### config.mk
export PLATFORM = sky130hd
export DESIGN_NAME = rv32i_multicycle_ctrl_flat
export DESIGN_NICKNAME = d
export VERILOG_FILES = /design/src/rtl/rv32i_pkg.sv /design/src/rtl/rv32i_multicycle_ctrl_if.sv /design/src/rtl/rv32i_branch_eval.sv /design/src/rtl/rv32i_multicycle_ctrl.sv /design/src/flat_wrapper.sv
export SDC_FILE = /design/constraint.sdc
export NUM_CORES = 1
export LEC_CHECK = 0
export ABC_AREA = 1
export BUFFER_PORTS_ARGS = -buffer_cell sky130_fd_sc_hd__buf_2
export CAP_MARGIN = 15
export CELL_PAD_IN_SITES_DETAIL_PLACEMENT = 0
export CELL_PAD_IN_SITES_GLOBAL_PLACEMENT = 2
export CORE_MARGIN = 8
export CORE_UTILIZATION = 15
export CTS_CLUSTER_DIAMETER = 50
export DETAILED_ROUTE_END_ITERATION = 6
export MAX_ROUTING_LAYER = met4
export PLACE_DENSITY_LB_ADDON = 0.1
export SYNTH_ARGS = -nofsm -noshare
export SYNTH_HDL_FRONTEND = slang
export SYNTH_HIERARCHICAL = 1
export SYNTH_SLANG_ARGS = --single-unit
### constraint.sdc
create_clock -name clk -period 1.7 [get_ports clk]
set_input_delay 0.34 -clock clk [delete_from_list [all_inputs] [get_ports clk]]
set_output_delay 0.34 -clock clk [all_outputs]
set_load 0.005 [all_outputs]
### src/rtl/rv32i_pkg.sv
// Opcode constants, datapath select encodings and FSM state type shared by the
// RV32I multi-cycle controller and its sub-blocks.
package rv32i_pkg;

  localparam logic [6:0] OPC_LUI    = 7'b0110111;
  localparam logic [6:0] OPC_AUIPC  = 7'b0010111;
  localparam logic [6:0] OPC_JAL    = 7'b1101111;
  localparam logic [6:0] OPC_JALR   = 7'b1100111;
  localparam logic [6:0] OPC_BRANCH = 7'b1100011;
  localparam logic [6:0] OPC_LOAD   = 7'b0000011;
  localparam logic [6:0] OPC_STORE  = 7'b0100011;
  localparam logic [6:0] OPC_OPIMM  = 7'b0010011;
  localparam logic [6:0] OPC_OP     = 7'b0110011;

  localparam logic [2:0] F3_BEQ  = 3'b000;
  localparam logic [2:0] F3_BNE  = 3'b001;
  localparam logic [2:0] F3_BLT  = 3'b100;
  localparam logic [2:0] F3_BGE  = 3'b101;
  localparam logic [2:0] F3_BLTU = 3'b110;
  localparam logic [2:0] F3_BGEU = 3'b111;
  localparam logic [2:0] F3_SR   = 3'b101;

  // Encodings are shared with the single-cycle decoder so the datapath muxes are untouched.
  typedef enum logic [2:0] {
    IMM_R = 3'd0,
    IMM_I = 3'd1,
    IMM_S = 3'd2,
    IMM_B = 3'd3,
    IMM_J = 3'd4,
    IMM_U = 3'd5
  } imm_sel_t;

  typedef enum logic [2:0] {
    ALU_NORMAL = 3'd0,
    ALU_ALT    = 3'd1,
    ALU_PASS_B = 3'd3,
    ALU_ADD    = 3'd4
  } alu_sel_t;

  typedef enum logic [1:0] {
    WB_DMEM = 2'd0,
    WB_ALU  = 2'd1,
    WB_PC4  = 2'd2
  } wb_sel_t;

  typedef enum logic [2:0] {
    S_FETCH,
    S_DECODE,
    S_EXEC,
    S_MEM,
    S_WB,
    S_TRAP
  } ctrl_state_t;

  function automatic logic opcode_known(input logic [6:0] opc);
    case (opc)
      OPC_LUI, OPC_AUIPC, OPC_JAL, OPC_JALR, OPC_BRANCH,
      OPC_LOAD, OPC_STORE, OPC_OPIMM, OPC_OP: opcode_known = 1'b1;
      default:                                opcode_known = 1'b0;
    endcase
  endfunction

endpackage

### src/rtl/rv32i_multicycle_ctrl_if.sv
// Shared single-port memory handshake between the controller (master) and the
// memory (slave); instruction fetch and load/store both use this port.
interface rv32i_multicycle_ctrl_if;
  logic mem_req;
  logic mem_rw;
  logic mem_addr_sel;
  logic mem_ready;

  modport master (output mem_req, output mem_rw, output mem_addr_sel, input mem_ready);
  modport slave  (input mem_req, input mem_rw, input mem_addr_sel, output mem_ready);
endinterface

### src/rtl/rv32i_branch_eval.sv
// Branch resolution: taken decision and unsigned-compare select from funct3 and
// the datapath comparator results.
module rv32i_branch_eval
  import rv32i_pkg::*;
(
  input  logic [2:0] funct3,
  input  logic       br_eq,
  input  logic       br_lt,
  output logic       taken,
  output logic       br_un
);

  always_comb begin
    taken = 1'b0;
    case (funct3)
      F3_BEQ:           taken = br_eq;
      F3_BNE:           taken = !br_eq;
      F3_BLT, F3_BLTU:  taken = br_lt;
      F3_BGE, F3_BGEU:  taken = !br_lt;
      default:          taken = 1'b0;
    endcase
  end

  assign br_un = (funct3 == F3_BLTU) || (funct3 == F3_BGEU);

endmodule

### src/rtl/rv32i_multicycle_ctrl.sv
// Multi-cycle RV32I sequencer: FETCH/DECODE/EXEC/MEM/WB with per-state datapath
// controls. Define RV32I_CTRL_ILLEGAL_TRAP_EN to trap unknown opcodes instead of NOPing them.
//
//   state  | meaning
//   FETCH  | read instruction at PC, load IR on mem_ready
//   DECODE | register file read, opcode check
//   EXEC   | ALU op into ALU-out; branches resolve and retire here
//   MEM    | load/store access at ALU-out; stores retire here
//   WB     | register write-back and PC update
//   TRAP   | illegal opcode seen, frozen until reset
module rv32i_multicycle_ctrl
  import rv32i_pkg::*;
#(
  parameter int XLEN = 32
) (
  input  logic                    clk,
  input  logic                    rst,
  input  logic [XLEN-1:0]         instruction,
  input  logic                    BrEq,
  input  logic                    BrLT,
  rv32i_multicycle_ctrl_if.master mem,
  output logic                    ir_we,
  output logic                    pc_we,
  output logic                    alu_out_we,
  output logic                    reg_write_en,
  output logic                    pc_sel,
  output logic [2:0]              imm_sel,
  output logic [2:0]              alu_op,
  output logic [2:0]              alu_sel,
  output logic                    busA_sel_mux,
  output logic                    busB_sel_mux,
  output logic                    BrUn,
  output logic [1:0]              wb_sel,
  output logic                    instr_done,
  output logic                    illegal
);

  ctrl_state_t state;
  ctrl_state_t state_next;
  logic        illegal_q;
  logic [6:0]  opcode;
  logic [2:0]  funct3;
  logic        funct7_alt;
  logic        br_taken;
  logic        br_un;
  logic        unused_instr_bits;

  assign opcode     = instruction[6:0];
  assign funct3     = instruction[14:12];
  assign funct7_alt = instruction[30];
  assign unused_instr_bits = ^{instruction[XLEN-1:31], instruction[29:15], instruction[11:7]};

  rv32i_branch_eval u_branch_eval (
    .funct3 (funct3),
    .br_eq  (BrEq),
    .br_lt  (BrLT),
    .taken  (br_taken),
    .br_un  (br_un)
  );

  always_ff @(posedge clk) begin
    if (rst) state <= S_FETCH;
    else     state <= state_next;
  end

`ifdef RV32I_CTRL_ILLEGAL_TRAP_EN
  always_ff @(posedge clk) begin
    if (rst)                      illegal_q <= 1'b0;
    else if (state_next == S_TRAP) illegal_q <= 1'b1;
  end
`else
  assign illegal_q = 1'b0;
`endif

  // Outputs are gated while rst is high so no write can slip out in the reset cycle.
  assign illegal = illegal_q && !rst;

  always_comb begin
    state_next       = state;
    mem.mem_req      = 1'b0;
    mem.mem_rw       = 1'b0;
    mem.mem_addr_sel = 1'b0;
    ir_we            = 1'b0;
    pc_we            = 1'b0;
    alu_out_we       = 1'b0;
    reg_write_en     = 1'b0;
    pc_sel           = 1'b0;
    imm_sel          = IMM_R;
    alu_op           = 3'b000;
    alu_sel          = ALU_NORMAL;
    busA_sel_mux     = 1'b0;
    busB_sel_mux     = 1'b0;
    BrUn             = 1'b0;
    wb_sel           = WB_DMEM;
    instr_done       = 1'b0;

    if (!rst) begin
      case (state)
        S_FETCH: begin
          mem.mem_req = 1'b1;
          if (mem.mem_ready) begin
            ir_we      = 1'b1;
            state_next = S_DECODE;
          end
        end

        S_DECODE: begin
          state_next = S_EXEC;
`ifdef RV32I_CTRL_ILLEGAL_TRAP_EN
          if (!opcode_known(opcode)) state_next = S_TRAP;
`endif
        end

        S_EXEC: begin
          alu_out_we = 1'b1;
          alu_op     = funct3;
          case (opcode)
            OPC_OP: begin
              alu_sel    = funct7_alt ? ALU_ALT : ALU_NORMAL;
              state_next = S_WB;
            end
            OPC_OPIMM: begin
              imm_sel      = IMM_I;
              busB_sel_mux = 1'b1;
              // Only SRAI uses the alt ALU mode; bit 30 of other I-type immediates is data.
              alu_sel      = (funct3 == F3_SR && funct7_alt) ? ALU_ALT : ALU_NORMAL;
              state_next   = S_WB;
            end
            OPC_LOAD: begin
              imm_sel      = IMM_I;
              busB_sel_mux = 1'b1;
              alu_sel      = ALU_ADD;
              state_next   = S_MEM;
            end
            OPC_STORE: begin
              imm_sel      = IMM_S;
              busB_sel_mux = 1'b1;
              alu_sel      = ALU_ADD;
              state_next   = S_MEM;
            end
            OPC_BRANCH: begin
              imm_sel      = IMM_B;
              busA_sel_mux = 1'b1;
              busB_sel_mux = 1'b1;
              alu_sel      = ALU_ADD;
              BrUn         = br_un;
              pc_sel       = br_taken;
              pc_we        = 1'b1;
              instr_done   = 1'b1;
              state_next   = S_FETCH;
            end
            OPC_JAL: begin
              imm_sel      = IMM_J;
              busA_sel_mux = 1'b1;
              busB_sel_mux = 1'b1;
              alu_sel      = ALU_ADD;
              state_next   = S_WB;
            end
            OPC_JALR: begin
              imm_sel      = IMM_I;
              busB_sel_mux = 1'b1;
              alu_sel      = ALU_ADD;
              state_next   = S_WB;
            end
            OPC_LUI: begin
              imm_sel      = IMM_U;
              busB_sel_mux = 1'b1;
              alu_sel      = ALU_PASS_B;
              state_next   = S_WB;
            end
            OPC_AUIPC: begin
              imm_sel      = IMM_U;
              busA_sel_mux = 1'b1;
              busB_sel_mux = 1'b1;
              alu_sel      = ALU_ADD;
              state_next   = S_WB;
            end
            default: begin
              pc_we      = 1'b1;
              instr_done = 1'b1;
              state_next = S_FETCH;
            end
          endcase
        end

        S_MEM: begin
          mem.mem_req      = 1'b1;
          mem.mem_addr_sel = 1'b1;
          mem.mem_rw       = (opcode == OPC_STORE);
          if (mem.mem_ready) begin
            if (opcode == OPC_STORE) begin
              pc_we      = 1'b1;
              instr_done = 1'b1;
              state_next = S_FETCH;
            end else begin
              state_next = S_WB;
            end
          end
        end

        S_WB: begin
          reg_write_en = 1'b1;
          pc_we        = 1'b1;
          instr_done   = 1'b1;
          state_next   = S_FETCH;
          if (opcode == OPC_JAL || opcode == OPC_JALR) begin
            wb_sel = WB_PC4;
            pc_sel = 1'b1;
          end else if (opcode == OPC_LOAD) begin
            wb_sel = WB_DMEM;
          end else begin
            wb_sel = WB_ALU;
          end
        end

        S_TRAP: state_next = S_TRAP;

        default: state_next = S_FETCH;
      endcase
    end
  end

endmodule

### src/flat_wrapper.sv
// flat-port wrapper written by rule: the top's interface ports become plain ports
module rv32i_multicycle_ctrl_flat import rv32i_pkg::*;
#(
  parameter int XLEN = 32
)
  (clk, rst, instruction, BrEq, BrLT, ir_we, pc_we, alu_out_we, reg_write_en, pc_sel, imm_sel, alu_op, alu_sel, busA_sel_mux, busB_sel_mux, BrUn, wb_sel, instr_done, illegal, mem_mem_req, mem_mem_rw, mem_mem_addr_sel, mem_mem_ready);
  rv32i_multicycle_ctrl_if mem_i ();
  input  logic clk;
  input  logic rst;
  input  logic [XLEN-1:0] instruction;
  input  logic BrEq;
  input  logic BrLT;
  output logic ir_we;
  output logic pc_we;
  output logic alu_out_we;
  output logic reg_write_en;
  output logic pc_sel;
  output logic [2:0] imm_sel;
  output logic [2:0] alu_op;
  output logic [2:0] alu_sel;
  output logic busA_sel_mux;
  output logic busB_sel_mux;
  output logic BrUn;
  output logic [1:0] wb_sel;
  output logic instr_done;
  output logic illegal;
  output wire logic [$bits(mem_i.mem_req)-1:0] mem_mem_req;
  output wire logic [$bits(mem_i.mem_rw)-1:0] mem_mem_rw;
  output wire logic [$bits(mem_i.mem_addr_sel)-1:0] mem_mem_addr_sel;
  input wire logic [$bits(mem_i.mem_ready)-1:0] mem_mem_ready;
  assign mem_mem_req = mem_i.mem_req;
  assign mem_mem_rw = mem_i.mem_rw;
  assign mem_mem_addr_sel = mem_i.mem_addr_sel;
  assign mem_i.mem_ready = mem_mem_ready;
  rv32i_multicycle_ctrl #(.XLEN(XLEN)) u_core (.clk(clk), .rst(rst), .instruction(instruction), .BrEq(BrEq), .BrLT(BrLT), .mem(mem_i), .ir_we(ir_we), .pc_we(pc_we), .alu_out_we(alu_out_we), .reg_write_en(reg_write_en), .pc_sel(pc_sel), .imm_sel(imm_sel), .alu_op(alu_op), .alu_sel(alu_sel), .busA_sel_mux(busA_sel_mux), .busB_sel_mux(busB_sel_mux), .BrUn(BrUn), .wb_sel(wb_sel), .instr_done(instr_done), .illegal(illegal));
endmodule
# Word level (Yosys, flattened, before mapping)
# Cells that the tools add are included.
# classes
muxes	51
eq_ne	21
reduce_logical	19
# op_table
operator	n
$mux 1	32
$pmux 3 s5	2
$mux 3	9
$eq 7x6->1 const B	3
$eq 7x7->1 const B	3
$eq 3x3->1 const B	6
$reduce_or 8->1	2
$eq 7x5->1 const B	2
$pmux 3 s4	1
$reduce_or 6->1	2
$reduce_or 2->1	5
$eq 7x2->1 const B	1
$eq 3x1->1 const B	2
$eq 3x2->1 const B	2
$logic_not 3->1	2
$mux 2	3
$pmux 3 s2	1
$reduce_or 3->1	2
$ne 2x2->1 const B	2
$pmux 1 s4	1
$pmux 1 s3	1
$logic_not 1->1	2
$logic_or 1x1->1	2
$pmux 1 s2	1
2 further kinds	2
# totals
elab_cells	92
output_inout_bits	24
ff_bits	3
in_bits	37

# Longest topological paths before layout
# Gate-level depths: netlist of the first run.
# depth
ltp_word	6
mapped_depth	9
depth_no_buf	9

# Cells and area by module
# The synthesis of the first run kept the hierarchy.
# by_module_without_submodules
module	n_inst	seq_area_each_um2	cells_per_inst	area_each_um2
rv32i_multicycle_ctrl	1	60.1	121	620.6
rv32i_branch_eval	1	0.0	11	48.8

# Least setup slack after synthesis of the first run
# No wires, ideal clock.
# synth_timing
kind	input to output
startpoint	input port instruction[1]
endpoint	output port pc_we
t_arrival_ns	1.087
n_path_buf	1
cell_stages	8
path_slack_ns	0.273
required_time_ns	1.360
cell_sequence	nand2_1 inv_1 nand3_1 nand3_1 nor2_1 nand2_1 nand2_1 buf_4
# synth_between
elab_chain_cells	5
elab_cells_between_ends	14
cone_classes	8 x eq/ne; 5 x mux; 1 x reduce/logical
# synth_rtl
item	line_no	source
start: declaration	flat_wrapper.sv:10	input logic [XLEN-1:0] instruction;
$eq 7x6->1, or another cell as far along	-	
$reduce_or 8->1 (no line) / $mux 1 (equally long branches)	-	
$mux 1 (on tied branches)	-	
$pmux 1 s3 *	-	
$mux 1 *	-	
end: declaration	flat_wrapper.sv:14	output logic pc_we;
# Mark *: on every way between the ends. The rest lies on a longest branch, timed or not.

# Worst setup path in the final report of the first run
# layout_timing
startpoint	register u_core.state[0]
endpoint	output port alu_sel[0]
# layout_between
elab_chain_cells	3
# layout_rtl
item	line_no	source
start: declaration	rv32i_multicycle_ctrl.sv:38	ctrl_state_t state;
start signal: assignment	rv32i_multicycle_ctrl.sv:63	else state <= state_next;
$eq 3x2->1	rv32i_multicycle_ctrl.sv:98	case (state)
$mux 3	rv32i_multicycle_ctrl.sv:98	
$mux 3	rv32i_multicycle_ctrl.sv:97	if (!rst) begin
end: declaration	flat_wrapper.sv:20	output logic [2:0] alu_sel;
# No other way between the ends.

==> results_dict.tcl, run 1 <==
set metrics [dict create \
    outcome "finished clean" \
    ys_ff_latch 3 \
    slew_viol_final 0 \
    grt_usage_pct 7.32 \
    clk_latency_ps 210 \
    drcViolationCount 0 \
    min_period_ps 1660 \
    clkTransAtPathRegs_ps 30 \
    finalHoldViolations 0 \
    largest_reg_flops 3 \
    cts_num_sinks 3 \
    rsz0062_at_grt "yes" \
    critPathLaunchType "flop" \
    cts-root-buf "clkbuf_8" \
    wl_um 2620 \
    cts_tree "yes" \
    synth_top_area_share_pct 20.7 \
    dp_hpwl_um 2200 \
    start_util_pct 15.5 \
    synth_warnings 6 \
    final_util_pct 25.6 \
    vdd_drop_max_mv 0.213 \
    seq_area_um2 68.8 \
    cp-startpoint "u_core/state[0]$_SDFFE_PP0P_" \
    largest-register "u_core/state" \
    cap_violations 0 \
    async_reset_ff_share_pct 0 \
    worstHoldPathCells 4 \
    drive_gt1_share_pct 48.9 \
    crit_required_ps 1360 \
    end_kind "output pin" \
    reg2regPathDepth 8 \
    n_antenna_cell 0 \
    nets 218 \
    grt_pass1_wl_um 4220 \
    syn_area_um2 669 \
    fill_cells 512 \
    final_area_mm2 0.00111 \
    die_w_um 82.8 \
    setup_viol 0 \
    synth_ff_type "dfxtp_1" \
    grt_max_degree 9 \
    gr-total-overflow 0 \
    drtIter0Drc 37 \
    rows 24 \
    hold_ws_ps 485 \
    area_growth_pct 65.4 \
    viasPerCell 3.98 \
    leakage_nw 0.663 \
    synthTopCellsByArea "nand2_1 21%, inv_1 12%, nor2_1 10%, dfxtp_1 9.0%, a21oi_1 8.2%" \
    die_area_mm2 0.00686 \
    pre_cts_slack_ps -10.7 \
    synth.distinct_cells 20 \
    syn_avg_cell_area_um2 5.07 \
    r2r_start "u_core/state[0]$_SDFFE_PP0P_" \
    routedWlPerCell_um 11.3 \
    gp_congestion 0.728 \
    synthMostInstantiatedCell "nand2_1" \
    slowest_delay_ps 360 \
    finalCritPeriodShare_pct 97.8 \
    top_regs "u_core/state (3)" \
    floorplan.die.height_um 82.8 \
    place_area_um2 932 \
    clock_path_buffers 2 \
    numCtsBuffers 3 \
    yosys-top-cells-count "37 x nand2_1, 21 x inv_1, 18 x nor2_1, 11 x a21oi_1, 10 x nand3_1" \
    synthesis.nets 169 \
    setup_tns_ps 0 \
    path_max_fanout 5 \
    synth_edf_count 0 \
    setup.worst_path.class "flop to output pin" \
    antenna_left 0 \
    holdBufCountCts 0 \
    cts.htree.levels 1 \
    grt_pass1_vias 911 \
    synth-seq-area-share_pct 8.97 \
    io_buffers 38 \
    power_density_mw_per_mm2 439 \
    vias 924 \
    fmax_ghz 0.601 \
    multiInputGateArea_um2 549 \
    crit_slowest_cell "dfxtp_4" \
    hp-start "mem_mem_ready" \
    crit_cells 7 \
    cp.arrival_ps 1320 \
    drt_pass1_iterations 4 \
    fin_ws_ps 36.8 \
    finalClockSkew_ps 0.0134 \
    syn_inst 132 \
    antenna_found_initial 0 \
    core_area_mm2 0.00432 \
    synth_largest_area_cell "nand2_1" \
    ios 61 \
    worst-path-buf-inv 3 \
    hp-class "input port to flop" \
    path_delay_family "simple AND/OR/NAND/NOR gates" \
    cp_cell_sequence "inv_2 > nand3_4 > nor2_8 > buf_12 > nand4_1 > nand2_1 > buf_2" \
]
-- logic make-up after synthesis --
group | Yosys count | synth area share (%)
AND/OR/NAND/NOR | 85 | 61.9
buffers and inverters | 30 | 18.9
AO/OA/AOI/OAI | 13 | 9.72
flip-flops | 3 | 8.97
other | 1 | 0.560
-- final cells by class --
cell class	count	area share (%)
Sequential cell	3	6.21
Inverter	27	9.83
Tap cell	52	5.88
Multi-Input combinational cell	99	49.6
Timing Repair Buffer	47	24.4
Clock buffer	4	4.07
-- layout by cell type (no fill, tap or decap), drive strengths merged --
| cell | Yosys | final |
|---|---|---|
| a21oi | 11 | 11 |
| buf | 3 | 47 |
| clkbuf | 0 | 4 |
| conb | 1 | 1 |
| dfxtp | 3 | 3 |
| inv | 27 | 27 |
| nand2 | 42 | 42 |
| nand3 | 13 | 13 |
| nand4 | 3 | 3 |
| nor2 | 23 | 23 |
| nor3 | 4 | 4 |
| o21ai | 2 | 2 |
-- path summary, 6_finish.rpt --
| check | end | slack, ps |
|---|---|---|
| setup / recovery | alu_sel[0] | 40 |
| hold / removal | u_core/state[1]$_SDFFE_PP0P_ | 490 |
| setup reg to reg | u_core/state[0]$_SDFFE_PP0P_ | 570 |
| hold reg to reg | u_core/state[1]$_SDFFE_PP0P_ | 620 |
-- tightest hold or removal path: cells and delay by family --
family,cells,cell delay [ps]
buffers and inverters,2,160
and+or+nand+nor,2,160
-- power by group --
part           switching [mW]  leakage [nW]  internal [mW]
logic                   0.115         0.614         0.0746
registers              0.0152        0.0264         0.0805
clock network          0.0419        0.0228          0.159
total                   0.172         0.663          0.315
-- repair_timing --
item / in CTS / in global routing
endpoints found under the setup margin: 3 / 9
setup buffers: 0 / 5
resized for setup: 3 / 23
endpoints found under the hold margin: 0 / 0
pin swaps: 0 / 7
-- per-layer routing --
layer	GRT usage, %	part of all wire, %
met3	1.37	3.6
met5	-	0
met4	1.44	0
met2	10.1	41
met1	10.6	55
-- per-stage QoR --
stage	power, mW	std cells
2_1_floorplan	0.202	132
3_3_place_gp	0.265	223
3_5_place_dp	0.263	223
4_1_cts	0.473	227
5_1_grt	0.531	232
6_report	0.486	232
Note: power is estimated with default switching activity, not from simulation.
==> run 2: changes to the inputs <==
BUFFER_PORTS_ARGS = -buffer_cell sky130_fd_sc_hd__buf_4   (was -buffer_cell sky130_fd_sc_hd__buf_2)
CORE_ASPECT_RATIO = 1.5   (was unset)
==> results_dict.tcl, run 2 (same netlist as run 1, synthesis figures left out) <==
set metrics [dict create \
    min_period_ps 1620 \
    r2r_start "u_core/state[2]$_SDFFE_PP0P_" \
    finalHoldViolations 0 \
    seq_area_um2 68.8 \
    setup_tns_ps 0 \
    slew_viol_final 0 \
    ios 61 \
    die_w_um 70.5 \
    numCtsBuffers 3 \
    top_regs "u_core/state (3)" \
    start_util_pct 15.2 \
    drcViolationCount 0 \
    dpl.cell_count 218 \
    rsz0062_at_grt "yes" \
    leakage_nw 0.676 \
    critPathLaunchType "input port" \
    stdcell_count 231 \
    holdPathEnd "u_core/state[0]$_SDFFE_PP0P_" \
    vdd_drop_max_mv 0.536 \
    largest-register "u_core/state" \
    finalClockSkew_ps 1.68 \
    cts-root-buf "clkbuf_8" \
    met3_usage_pct 1.32 \
    final_area_mm2 0.00119 \
    grt_usage_pct 7.93 \
    path_max_fanout 4 \
    finalCritPeriodShare_pct 95.4 \
    viasPerCell 4.15 \
    layout_common_cells "50 x buf_4, 32 x nand2_1, 17 x inv_1, 16 x nor2_1" \
    setup_viol 0 \
    place_area_mm2 0.00101 \
    fmax_ghz 0.617 \
    multiInputGateArea_um2 533 \
    n_antenna_cell 0 \
    gr-total-overflow 0 \
    io_buffers 38 \
    grt_pass1_wl_um 4460 \
    r2r-end "u_core/state[2]$_SDFFE_PP0P_" \
    setup.worst_path.class "input port to output pin" \
    outcome "finished clean" \
    top_usage_layer "met2" \
    worstHoldPathCells 4 \
    cts.htree.levels 1 \
    clock_path_buffers 2 \
    clkTransAtPathRegs_ps 30 \
    die_area_mm2 0.00690 \
    drtIter0Drc 13 \
    reg2reg_slack_ps 630 \
    cp.arrival_ps 1280 \
    hold_ws_ps 455 \
    routedWlPerCell_um 11.9 \
    hp-start "mem_mem_ready" \
    rows 30 \
    drive_gt1_share_pct 49.2 \
    power_density_mw_per_mm2 423 \
    reg2regPathDepth 7 \
    clk_latency_ps 210 \
    core_area_mm2 0.00439 \
    nets 221 \
    grtUsageMet1_pct 6.88 \
    cap_violations 0 \
    fill_cells 525 \
    gp_congestion 0.773 \
    antenna_found_initial 0 \
    antenna_left 0 \
    hp-class "input port to flop" \
    gr-usage-met2_pct 16.7 \
    vias 958 \
    cts_tree "yes" \
    area_growth_pct 77.9 \
    dp_hpwl_um 2380 \
    largest_reg_flops 3 \
    end_kind "output pin" \
    grt_pass1_vias 1031 \
    grt_max_degree 9 \
    floorplan.die.height_um 97.8 \
    holdBufCountCts 0 \
    drt_pass1_iterations 4 \
    wl_um 2740 \
    cts_num_sinks 3 \
    crit_required_ps 1360 \
    final_common_cell "buf_4" \
]
==> run 2: critical path, cell delays in order <==
cell and delay, ps:
buf_4 120, inv_1 60, nand2_2 60, nor2_4 190, nand2_4 100, buf_4 140, nor3_1 130, buf_4 140
==> run 2: layout make-up <==
cell class                      count  share of cell area, %
Timing Repair Buffer               50                   31.5
Tap cell                           48                   5.04
Multi-Input combinational cell     99                   44.7
Clock buffer                        4                   3.78
Sequential cell                     3                   5.78
Inverter                           27                   9.14
==> run 2: layer usage <==
metal	share of wire [%]	wire length, um	vias up
met2	60	1660	20
li1	-	-	507
met4	0	0	0
met5	0	0	-
met3	3.9	108	0
met1	36	977	431
==> run 2: repair_timing <==
action,in CTS,in global routing
pin swaps,1,8
gates resized for setup,6,19
setup buffers,5,4
setup endpoints to repair,5,11
==> run 2: power breakdown <==
group          internal, mW  switching, mW  leakage [nW]  total [mW]
Combinational        0.0930          0.113         0.627       0.206
Clock                 0.159         0.0423        0.0228       0.202
Sequential           0.0805         0.0158        0.0264      0.0963
==> run 2: through the flow <==
| stage | util (%) | setup WS [ps] | total power, mW |
|---|---|---|---|
| 4_1_cts | 25.3 | 16.4 | 0.503 |
| 5_1_grt | 27.1 | -12.0 | 0.545 |
| 2_1_floorplan | - | 273 | 0.202 |
| 3_5_place_dp | 23.1 | -49.2 | 0.283 |
| 3_3_place_gp | 23.1 | -48.3 | 0.284 |
| 6_report | 27.1 | 78.0 | 0.504 |
==> run 2: worst max-delay path by stage <==
stage,slack [ps],end,startpoint
after floorplan,270,pc_we,instruction[1]
after global placement,-50,busA_sel_mux,instruction[1]
after detailed placement,-50,busA_sel_mux,instruction[1]
after CTS,20,busA_sel_mux,instruction[1]
after global routing,-10,busA_sel_mux,instruction[1]
final,80,mem_mem_rw,instruction[3]
==> run 3: changes to the inputs <==
--- a/config.mk
+++ b/config.mk
@@ -12,3 +12,2 @@
 export CELL_PAD_IN_SITES_GLOBAL_PLACEMENT = 2
-export CORE_ASPECT_RATIO = 1.5
 export CORE_MARGIN = 8
@@ -19,2 +18,3 @@
 export PLACE_DENSITY_LB_ADDON = 0.1
+export RECOVER_POWER = 50
 export SYNTH_ARGS = -nofsm -noshare
==> constraint.sdc (replaced) <==
create_clock -name clk -period 1.7 [get_ports clk]
set_input_delay 0.255 -clock clk [delete_from_list [all_inputs] [get_ports clk]]
set_output_delay 0.255 -clock clk [all_outputs]
set_load 0.005 [all_outputs]
==> results_dict.tcl, run 3 (same netlist as run 1, synthesis figures left out) <==
set metrics [dict create \
    outcome "finished clean" \
    cap_violations 0 \
    cts_tree "yes" \
    area_growth_pct 61.7 \
    min_period_ps 1610 \
    cp_cell_sequence "inv_4 > nand3_4 > nor2_8 > buf_4 > nand4_1 > nand2_1 > buf_4" \
    largest-register "u_core/state" \
    n_antenna_cell 0 \
    start_util_pct 15.5 \
    gp_congestion 0.765 \
    clk_latency_ps 220 \
    finalCritPeriodShare_pct 94.7 \
    path_max_fanout 5 \
    wl_um 2660 \
    cts-root-buf "clkbuf_8" \
    place_area_um2 997 \
    worst-path-buf-inv 3 \
    io_buffers 38 \
    core_area_mm2 0.00432 \
    die_area_mm2 0.00686 \
    slowest_delay_ps 340 \
    drcViolationCount 0 \
    layout_common_cells "42 x buf_4, 37 x nand2_1, 21 x inv_1, 18 x nor2_1, 11 x a21oi_1" \
    gr-total-overflow 0 \
    crit_slowest_cell "dfxtp_2" \
    floorplan.die.height_um 82.8 \
    p_total_uw 492 \
    setup_tns_ps 0 \
    drive_gt1_share_pct 38.1 \
    antenna_found_initial 0 \
    viasPerCell 3.92 \
    cts.htree.levels 1 \
    hp-class "input port to flop" \
    dp_hpwl_um 2250 \
    fmax_ghz 0.621 \
    ios 61 \
    setup_viol 0 \
    dpl.cell_count 219 \
    final_area_mm2 0.00108 \
    antenna_left 0 \
    grt_usage_pct 7.55 \
    final_common_cell "buf_4" \
    grt_pass1_vias 904 \
    end_kind "output pin" \
    stdcell_count 228 \
    drtIter0Drc 43 \
    nets 214 \
    largest_reg_flops 3 \
    clkTransAtPathRegs_ps 30 \
    cp.arrival_ps 1350 \
    finalHoldViolations 0 \
    vias 894 \
    grt_pass1_wl_um 4240 \
    numCtsBuffers 3 \
    die_w_um 82.8 \
    rows 24 \
    rsz0062_at_grt "no" \
    grt_max_degree 9 \
    finalClockSkew_ps 3.75 \
    critPathLaunchType "flop" \
    top_regs "u_core/state (3)" \
    path_delay_family "simple AND/OR/NAND/NOR gates" \
    slew_viol_final 0 \
    drt_pass1_iterations 4 \
    hold_ws_ps 363 \
    cts_num_sinks 3 \
    crit_required_ps 1440 \
    clock_path_buffers 2 \
    routedWlPerCell_um 11.7 \
    setup.worst_path.class "flop to output pin" \
    fill_cells 528 \
    path_common_cell "buf_4" \
    vdd_drop_max_mv 0.171 \
    power_density_mw_per_mm2 455 \
    leakage_nw 0.628 \
    holdBufCountCts 0 \
]
## run 3: where the power goes
part | internal, mW | switching [mW]
logic | 0.0851 | 0.107
clock network | 0.160 | 0.0463
registers | 0.0800 | 0.0141
total | 0.325 | 0.168
## run 3: layout make-up
cell class / count / area (um2) / share of cell area [%]
sequential: 3 / 63.8 / 5.90
multi-input combinational: 99 / 483 / 44.6
tap: 52 / 65.1 / 6.01
timing repair buffer: 43 / 319 / 29.5
clock buffer: 4 / 45.0 / 4.16
inverter: 27 / 106 / 9.83
## run 3: layer usage
layer / GRT usage, % / vias up / wire length, um
li1: - / 494 / -
met5: - / - / 0
met1: 10.6 / 365 / 1440
met4: 2.40 / 0 / 0
met3: 1.86 / 0 / 156
met2: 10.0 / 35 / 1060
## run 3: path summary, 6_finish.rpt
path | slack (ps) | endpoint | from | cells past startpoint
setup / recovery | 90 | alu_sel[0] | u_core/state[2]$_SDFFE_PP0P_ | 7
hold / removal | 360 | u_core/state[1]$_SDFFE_PP0P_ | mem_mem_ready | 4
setup reg to reg | 570 | u_core/state[0]$_SDFFE_PP0P_ | u_core/state[0]$_SDFFE_PP0P_ | 8
hold reg to reg | 610 | u_core/state[1]$_SDFFE_PP0P_ | u_core/state[0]$_SDFFE_PP0P_ | 4
## run 3: worst register-to-register path, stage by stage (launching register included)
cell     delay, ps
dfxtp_2        340
nor2_2         210
nand2_2         90
nand2_1         60
nand2_1         60
nand3_1         90
inv_1           50
nand2_1         60
nand2_1         40
## run 3: what timing repair did
action,CTS,global route
buffers inserted,0,5
endpoints found under the hold margin,0,0
gates resized for setup,0,4
setup endpoints to repair,0,5
## run 3: metrics by stage
stage | utilization, % | setup slack (ps)
2_1_floorplan | - | 388
3_3_place_gp | 23.1 | 119
3_5_place_dp | 23.1 | 115
4_1_cts | 24.1 | 6.61
5_1_grt | 25.0 | 0.661
6_report | 25.0 | 90.6
